### src/rtl/key_conditioner.sv
// -----------------------------------------------------------------------------
// key_conditioner
//
// Conditions raw, active-low, bouncy push-button inputs. Each key is
// synchronised into clk with a two-flop synchroniser and then debounced by its
// own four-state FSM. Every key produces a clean level plus one-cycle press,
// release and long-hold pulses. All outputs are registered.
//
// There is no valid/ready handshake in this block. Every pulse output is a
// plain one-cycle strobe that the consumer must sample on the clock edge after
// it is registered. The strobe is never held or repeated.
//
// Ports:
//   clk          in   1       system clock, rising edge
//   rst_n        in   1       asynchronous active-low reset
//   key_n        in   N_KEYS  raw keys, 0 = pressed, asynchronous to clk
//   key_level    out  N_KEYS  debounced level, 1 = pressed
//   key_press    out  N_KEYS  one-cycle pulse when a press is accepted
//   key_release  out  N_KEYS  one-cycle pulse when a release is accepted
//   key_hold     out  N_KEYS  one-cycle pulse HOLD_CYCLES after key_press
//   dbg_state    out  2*N_KEYS  FSM state of key k in bits [2k+1:2k]
// -----------------------------------------------------------------------------
module key_conditioner #(
    parameter int N_KEYS          = 3,
    parameter int DEBOUNCE_CYCLES = 500000,
    parameter int HOLD_CYCLES     = 50000000
) (
    input  logic                  clk,
    input  logic                  rst_n,
    input  logic [N_KEYS-1:0]     key_n,
    output logic [N_KEYS-1:0]     key_level,
    output logic [N_KEYS-1:0]     key_press,
    output logic [N_KEYS-1:0]     key_release,
    output logic [N_KEYS-1:0]     key_hold,
    output logic [2*N_KEYS-1:0]   dbg_state
);

    localparam int MAXC = (DEBOUNCE_CYCLES > HOLD_CYCLES) ? DEBOUNCE_CYCLES : HOLD_CYCLES;
    localparam int CW   = $clog2(MAXC + 1);

    localparam logic [CW-1:0] D_LAST = CW'(DEBOUNCE_CYCLES - 1);
    localparam logic [CW-1:0] H_LAST = CW'(HOLD_CYCLES - 1);
    localparam logic [CW-1:0] H_MAX  = CW'(HOLD_CYCLES);
    localparam logic [CW-1:0] ONE    = CW'(1);

    typedef enum logic [1:0] {
        ST_RELEASED     = 2'd0,
        ST_PRESS_WAIT   = 2'd1,
        ST_PRESSED      = 2'd2,
        ST_RELEASE_WAIT = 2'd3
    } state_t;

    for (genvar k = 0; k < N_KEYS; k++) begin : g_key
        logic          r_sync1;
        logic          r_sync2;
        state_t        r_state;
        logic [CW-1:0] r_dcnt;
        logic [CW-1:0] r_hcnt;
        logic          r_level;
        logic          r_press;
        logic          r_release;
        logic          r_hold;
        logic          w_s;

        // The FSM only ever looks at the second synchroniser stage.
        assign w_s = r_sync2;

        always_ff @(posedge clk or negedge rst_n) begin
            if (!rst_n) begin
                r_sync1   <= 1'b1;
                r_sync2   <= 1'b1;
                r_state   <= ST_RELEASED;
                r_dcnt    <= '0;
                r_hcnt    <= '0;
                r_level   <= 1'b0;
                r_press   <= 1'b0;
                r_release <= 1'b0;
                r_hold    <= 1'b0;
            end else begin
                r_sync1   <= key_n[k];
                r_sync2   <= r_sync1;
                r_press   <= 1'b0;
                r_release <= 1'b0;
                r_hold    <= 1'b0;

                // Hold timing runs through RELEASE_WAIT as well, so a release
                // bounce neither restarts nor suppresses the hold pulse. The
                // pulse fires on the edge where hcnt becomes HOLD_CYCLES, and
                // saturation guarantees that happens once per press.
                if (r_state == ST_PRESSED || r_state == ST_RELEASE_WAIT) begin
                    if (r_hcnt != H_MAX) begin
                        r_hcnt <= r_hcnt + ONE;
                    end
                    if (r_hcnt == H_LAST) begin
                        r_hold <= 1'b1;
                    end
                end

                case (r_state)
                    ST_RELEASED: begin
                        if (!w_s) begin
                            r_state <= ST_PRESS_WAIT;
                            r_dcnt  <= ONE;
                        end else begin
                            r_dcnt  <= '0;
                        end
                    end
                    ST_PRESS_WAIT: begin
                        if (w_s) begin
                            r_state <= ST_RELEASED;
                            r_dcnt  <= '0;
                        end else if (r_dcnt == D_LAST) begin
                            r_state <= ST_PRESSED;
                            r_press <= 1'b1;
                            r_level <= 1'b1;
                            r_hcnt  <= '0;
                        end else begin
                            r_dcnt  <= r_dcnt + ONE;
                        end
                    end
                    ST_PRESSED: begin
                        if (w_s) begin
                            r_state <= ST_RELEASE_WAIT;
                            r_dcnt  <= ONE;
                        end
                    end
                    ST_RELEASE_WAIT: begin
                        if (!w_s) begin
                            r_state <= ST_PRESSED;
                            r_dcnt  <= '0;
                        end else if (r_dcnt == D_LAST) begin
                            r_state   <= ST_RELEASED;
                            r_release <= 1'b1;
                            r_level   <= 1'b0;
                        end else begin
                            r_dcnt    <= r_dcnt + ONE;
                        end
                    end
                    default: begin
                        r_state <= ST_RELEASED;
                        r_dcnt  <= '0;
                    end
                endcase
            end
        end

        assign key_level[k]       = r_level;
        assign key_press[k]       = r_press;
        assign key_release[k]     = r_release;
        assign key_hold[k]        = r_hold;
        assign dbg_state[2*k +: 2] = r_state;
    end

endmodule

### config.mk
export PLATFORM = sky130hd
export DESIGN_NAME = key_conditioner
export DESIGN_NICKNAME = d
export VERILOG_FILES = /design/src/rtl/key_conditioner.sv
export SDC_FILE = /design/constraint.sdc
export NUM_CORES = 1
export LEC_CHECK = 0
export CAP_MARGIN = 20
export CELL_PAD_IN_SITES_DETAIL_PLACEMENT = 1
export CELL_PAD_IN_SITES_GLOBAL_PLACEMENT = 1
export CORE_ASPECT_RATIO = 1.1
export CORE_MARGIN = 3
export CORE_UTILIZATION = 45
export CTS_BUF_LIST = sky130_fd_sc_hd__clkbuf_4
export CTS_CLUSTER_SIZE = 28
export DETAILED_ROUTE_END_ITERATION = 10
export PLACE_DENSITY = 0.75
export SETUP_SLACK_MARGIN = 0.15
export SLEW_MARGIN = 20
export SYNTH_ARGS = -nofsm -noshare
export SYNTH_HDL_FRONTEND = slang
export SYNTH_SLANG_ARGS = --single-unit
### constraint.sdc
create_clock -name clk -period 2 [get_ports clk]
set_input_delay 0.6 -clock clk [delete_from_list [all_inputs] [get_ports clk]]
set_output_delay 0.6 -clock clk [all_outputs]
set_load 0.05 [all_outputs]
==> results of run 1 <==
==> through the flow <==
| stage | hold slack, ns | util |
|---|---|---|
| 6_report | 0.363 | 0.669 |
| 5_1_grt | 0.333 | 0.669 |
| 4_1_cts | 0.362 | 0.604 |
| 3_5_place_dp | 0.349 | 0.529 |
| 3_3_place_gp | 0.346 | 0.529 |
| 2_1_floorplan | 0.304 | - |
==> worst max-delay path, stage by stage, from the launching register on <==
cell	delay, ns
dfrtp_1	0.47
buf_6	0.13
buf_6	0.09
nand4_1	0.15
buf_4	0.19
nor4_4	0.16
nand4_1	0.30
o31a_1	0.39
a31oi_1	0.25
==> logic make-up (layout without fill, tap and decap cells) <==
kind of cell / Yosys count / after routing
xor+xnor: 85 / 85
mux: 2 / 2
flops: 180 / 180
compound gates: 199 / 199
simple gates: 496 / 496
fa+ha+maj: 9 / 9
buf+inv: 83 / 298
other cells: 0 / 1
==> what timing repair did <==
action,4_1_cts,5_1_grt
pin swaps,92,92
buffers inserted,51,48
hold buffers,1,0
setup endpoints to repair,146,172
resized for setup,164,219
hold endpoints to repair,28,0
gates cloned,7,5
==> cell usage after synthesis (11+ instances only) <==
master,instances,share of area
xnor2_1,27,0.025
inv_1,25,0.0097
nor4_1,20,0.013
and3_1,26,0.017
nor3_1,32,0.017
nand4_1,52,0.034
and2_1,15,0.0097
o31ai_1,13,0.010
a31oi_1,23,0.015
or4_1,11,0.0086
dfrtp_1,174,0.45
buf_4,14,0.011
nand3_1,73,0.038
nor2_1,125,0.049
clkbuf_1,32,0.012
nand2_1,84,0.033
xor2_1,58,0.053
o21ai_0,72,0.037
a21oi_1,39,0.020
==> worst min-delay path by stage <==
stage,startpoint,endpoint,slack (ns),depth (start not counted)
5_1_grt,key_n[0],g_key[0].r_sync1,0.33,1
2_1_floorplan,rst_n,asynchronous set/reset pin,0.30,0
3_3_place_gp,g_key[2].r_sync1,g_key[2].r_sync2,0.35,0
6_report,g_key[0].r_sync1,g_key[0].r_sync2,0.36,0
4_1_cts,key_n[0],g_key[0].r_sync1,0.36,1
3_5_place_dp,g_key[2].r_sync1,g_key[2].r_sync2,0.35,0
==> per-layer routing <==
layer	wire length, um	global-route usage	share of wire
met1	14900	0.321	0.39
met2	20200	0.464	0.53
met3	1400	0.0407	0.037
met4	1520	0.0907	0.040
met5	0	0	0
==> state kept, by name, summed over array words and instances (netlist names), named ones only <==
signal,cells
g_key.r_level,3
g_key.r_release,3
g_key.r_state,3
g_key.r_sync1,3
g_key.r_sync2,3
g_key.r_hold,3
g_key.r_hcnt,78
g_key.r_press,3
g_key.r_dcnt,78
==> where the power goes <==
| part | switching, mW | internal [mW] | total (mW) |
|---|---|---|---|
| Clock | 1.46 | 0.896 | 2.35 |
| Combinational | 0.235 | 0.128 | 0.363 |
| Sequential | 0.0416 | 3.67 | 3.71 |
| Total | 1.73 | 4.70 | 6.43 |
==> cell type report <==
type / instances / area share
timing repair buffer: 241 / 0.174
clock buffer: 18 / 0.00972
antenna: 1 / 0.000180
tap: 285 / 0.0256
inverter: 25 / 0.00675
clock inverter: 14 / 0.0125
multi-input combinational: 791 / 0.445
sequential: 180 / 0.326
==> placed cells by master (no fill, tap or decap), types with 7 or more instances in the layout <==
master,instances
a21o_1,7
nand3_1,65
xor2_1,52
nand2_1,79
nor3_2,8
and2_1,9
nor2_1,54
o31ai_1,7
inv_1,25
buf_16,7
nor3_4,9
buf_6,37
nor3_1,17
and3_1,19
dfrtp_1,161
buf_4,166
o21ai_1,20
o21ai_2,8
and4_1,7
dfrtp_2,13
nor2_2,38
buf_12,17
a31oi_1,21
a21oi_1,16
clkbuf_4,18
nand4_1,52
o21ai_0,40
nor4_1,7
xnor2_1,25
a21oi_2,19
nor2_4,33
nor4_4,13
or4_4,11
==> metrics.csv, run 1 <==
metric,value,unit
layout cells sized above 1,0.414,
Syn Nets,1068,
CTS sink cnt,180,
Worst-Margin Slew,0.729,ns
Die Height,160,um
mux contribution to synthesized area,0.00208,
reg2reg end,g_key[2].r_dcnt[25],
"Seq/Total Area, Yosys",0.468,
pin count of the biggest net entering global routing,45,
ys async rst share,1.00,
setup violation total in the final timing report,119,
Critical Path RT,2.48,ns
"CTS clk-pin slew, worst paths",0.18,ns
Area Growth Syn to Fin,44.2,%
I/O pin count,23,
Pre-antenna DRT Iters,4,
path depth of the worst reg2reg path,8,
Seq cells post-synth,180,
R2R Path Start,g_key[2].r_dcnt[1],
status,"finished, violations left",
Synth Area in Compound Gates,0.128,
Detail Placement HPWL,17600,um
Initial Utilization,0.464,
Yosys cell types,67,
maximum vdd drop,350,uV
Critical Setup Path Class,reg -> reg,
routed vias,9699,
initial antenna violation count,1,
RSZ-0062 raised after global routing,yes,
startpoint types,register,
"Clk Latency, worst-skew pair",0.61,ns
die width,146,um
Post-Syn Area,9640,sq um
Final WS setup,-0.249,ns
Fin. Hold Viols,0,
routability cong.,0.788,
global route overflow,0,
post-place instance area,11000,sq um
PortBufs,22,
Synth Flop Type,dfrtp_1,
register-to-register setup slack,-0.25,ns
drt wl/cell,24.5,um
Post-Synth Adder-Cell Area,0.0117,
Post-Synth Simple-Gate Area,0.273,
Core Box Area,20800,sq um
Fillers,2216,
max-cap check violation count,0,
synthesized instance count,1054,
yosys warns,0,
vias in the first global route,9884,
Max Root-Sink Buffers,2,
largest family of logic cells by synthesized area,simple AND/OR/NAND/NOR gates,
sum of negative setup slack,-12.36,ns
Clock Skews,0.0358,ns
Worst slew margin,0.510,
"EDFF count, synth",0,
Tot Pwr,6.43,mW
global-route usage over all layers,0.260,
crit path launch,g_key[2].r_dcnt[1],
routed wire length,38000,um
Non-Filler Instances,1555,
register area,4530,sq um
crit path time final,2.25,ns
Routed Antenna Nets,0,
Peak Freq,445,MHz
vias per inst,6.24,
Critical Path End,g_key[2].r_dcnt[25],
final design area excluding fillers,13900,sq um
die footprint,23200,sq um
row count,55,
DP Cell Count,1410,
Post-route DRC,0,
failing checks,negative setup slack,
Critical Path End Type,register,
area of the multi-input gates,6190,sq um
max-slew violations,0,
CTS tree,done,
fraction of synthesized cell area in xor and xnor cells,0.0772,
Worst Hold Class,reg -> reg,
total CTS buffers,17,
P_leak,5.81,nW
synthesized area per cell,9.15,sq um
CP Max Fanout,3,
pre-CTS WS,-0.0612,ns
DR iter-0 viols,525,
Root Driver,clkbuf_4,
post-route clock period utilization,1.12,
Worst Path Arrival,2.73,ns
H-tree Lvls,4,
Power Dens Cells,463,nW/um^2
first-pass GRT wire length,50200,um
fin nets,1270,
(Power assumes the default switching activity.)
==> run 2: changes to the inputs <==
Settings changed: CORE_MARGIN 3 to not set.
==> run 2 against run 1 <==
  * The run still ends with negative setup slack left
  * Clock-buffer cell count grew 3
  * Critical path depth shrank 3
  * Setup slack gained 0.053 ns
  * Global-route usage increased by 1.3 points
  * Via count fell by 3.9%
  * Non-clock buffer count decreased by 14
  * Critical path type unchanged
  * Largest cell class unchanged
  * Highest routed layer unchanged
==> metrics.csv, run 2 (synthesis gave the netlist of run 1 again) <==
metric,value,unit
status,"finished, violations left",
failing checks,negative setup slack,
slowest CP cell,dfrtp_2,
Worst Hold Class,reg -> reg,
Flop pwr share,0.601,
DR iter-0 viols,404,
RSZ-0062 raised after global routing,yes,
Post-route DRC,0,
total CTS buffers,17,
post-route clock period utilization,1.10,
global route overflow,0,
Top Registers,"g_key.r_dcnt x78, g_key.r_hcnt x78",
max-slew violations,0,
drt wl/cell,22.7,um
Area Growth Syn to Fin,41.3,%
die footprint,22000,sq um
Fillers,2235,
layout cells sized above 1,0.397,
Tot Pwr,6.18,mW
"Clk Latency, worst-skew pair",0.63,ns
global routing's busiest layer,met2,
Pre-antenna DRT Iters,5,
Final Util,0.656,
CTS tree,done,
met1 GRT Util,0.336,
Initial Utilization,0.464,
P_leak,5.67,nW
most frequent cells in the layout,"buf_4 (167), dfrtp_1 (159), nand2_1 (79)",
Fin. Hold Viols,0,
vias in the first global route,9522,
CP Max Fanout,7,
"slowest stage delay, CP",0.51,ns
Core Box Area,20800,sq um
H-tree Lvls,4,
"CTS clk-pin slew, worst paths",0.20,ns
Combinational Power Share,0.060,
PortBufs,22,
Die Height,156,um
clock power share,0.340,
Peak Freq,455,MHz
Routed Antenna Nets,0,
setup violation total in the final timing report,100,
Detail Placement HPWL,17400,um
sum of negative setup slack,-7.38,ns
die width,142,um
routability cong.,0.800,
Worst Path Arrival,2.73,ns
Final WS setup,-0.196,ns
routed wire length,35000,um
Max Root-Sink Buffers,2,
Power Dens Cells,454,nW/um^2
maximum vdd drop,310,uV
Critical Path End Type,register,
Worst-Margin Slew,0.725,ns
Worst slew margin,0.513,
vias per inst,6.05,
Clock Skews,0.0596,ns
"most common cell after layout, fill and taps aside",buf_4,
crit-path cells,and4_4 > nand3_1 > or3_4 > or4_1 > a21oi_1,
met3 Usage GRT,0.0359,
final design area excluding fillers,13600,sq um
first-pass GRT wire length,48200,um
initial antenna violation count,1,
post-place instance area,11000,sq um
Critical Setup Path Class,reg -> reg,
pin count of the biggest net entering global routing,43,
pre-CTS WS,-0.0745,ns
Root Driver,clkbuf_4,
startpoint types,register,
crit path time final,2.20,ns
switching power total,1.70,mW
global-route usage over all layers,0.273,
met2 Track Usage GR,0.491,
Internal Pwr Total,4.49,mW
max-cap check violation count,0,
fin nets,1256,
routed vias,9324,
sw frac,0.274,
CTS sink cnt,180,
I/O pin count,23,
row count,55,
Critical Path RT,2.53,ns
run 2: changes by cell type in the layout (fill, tap and decap cells not counted), moves of 3 or more:
cell,previous run,this run
buf_8,5,0
o21ai_0,40,46
and3_4,6,3
and3_1,19,22
or4_1,0,5
or4_4,11,6
buf_6,37,24
clkbuf_4,18,21
and2_4,6,2
o21ai_1,20,14
and2_1,9,12
run 2: worst paths after layout:
| check | startpoint | to | slack (ns) | cells past startpoint |
|---|---|---|---|---|
| setup / recovery | g_key[0].r_dcnt[14] | g_key[0].r_dcnt[22] | -0.20 | 5 |
| hold / removal | g_key[2].r_sync1 | g_key[2].r_sync2 | 0.37 | 0 |
| setup reg to reg | g_key[0].r_dcnt[14] | g_key[0].r_dcnt[22] | -0.20 | 5 |
| hold reg to reg | g_key[2].r_sync1 | g_key[2].r_sync2 | 0.37 | 0 |
| max in group asynchronous | rst_n | g_key[0].r_sync1 | 0.83 | 3 |
| min in group asynchronous | rst_n | g_key[0].r_dcnt[17] | 0.44 | 2 |
run 2: repair_timing:
item                                    4_1_cts  5_1_grt
endpoints found under the setup margin      145      162
hold buffers                                  1        0
buffers inserted                             38       44
pin swaps                                    64      106
endpoints found under the hold margin        32        0
resized for setup                           151      191
cloned                                        7        6
run 2: layout make-up:
| class | count | area (sq um) | area share |
|---|---|---|---|
| multi-input cells | 791 | 6130 | 0.450 |
| flip-flops and latches | 180 | 4530 | 0.332 |
| repair buffers | 227 | 2260 | 0.165 |
| well taps | 285 | 357 | 0.0262 |
| clock buffers | 21 | 158 | 0.0116 |
| clock inverters | 11 | 104 | 0.00762 |
| inverters | 25 | 93.8 | 0.00688 |
| diodes | 1 | 2.50 | 0.000184 |
run 2: worst max-delay path, delay by kind of cell, from the launching register on:
family          cells  cell delay, ns
simple gates        4            1.42
flops               1            0.51
compound gates      1            0.17
run 2: metal layers:
metal	vias up	part of all wire
li1	4190	-
met4	0	0.034
met3	92	0.029
met1	4825	0.40
met2	217	0.54
met5	-	0
run 2: power by group through the flow:
stage                     registers, mW  clock network, mW  logic (mW)
after global placement             3.77                  0       0.277
after CTS                          3.70               2.10       0.321
after detailed placement           3.78                  0       0.289
after floorplan                    3.77                  0       0.105
final                              3.71               2.10       0.368
after global routing               3.72               2.26       0.396
run 2: stage by stage:
stage	hold slack (ns)	instances
3_5_place_dp	0.350	1412
4_1_cts	0.362	1490
5_1_grt	0.349	1541
2_1_floorplan	0.304	1054
3_3_place_gp	0.346	1412
6_report	0.373	1541
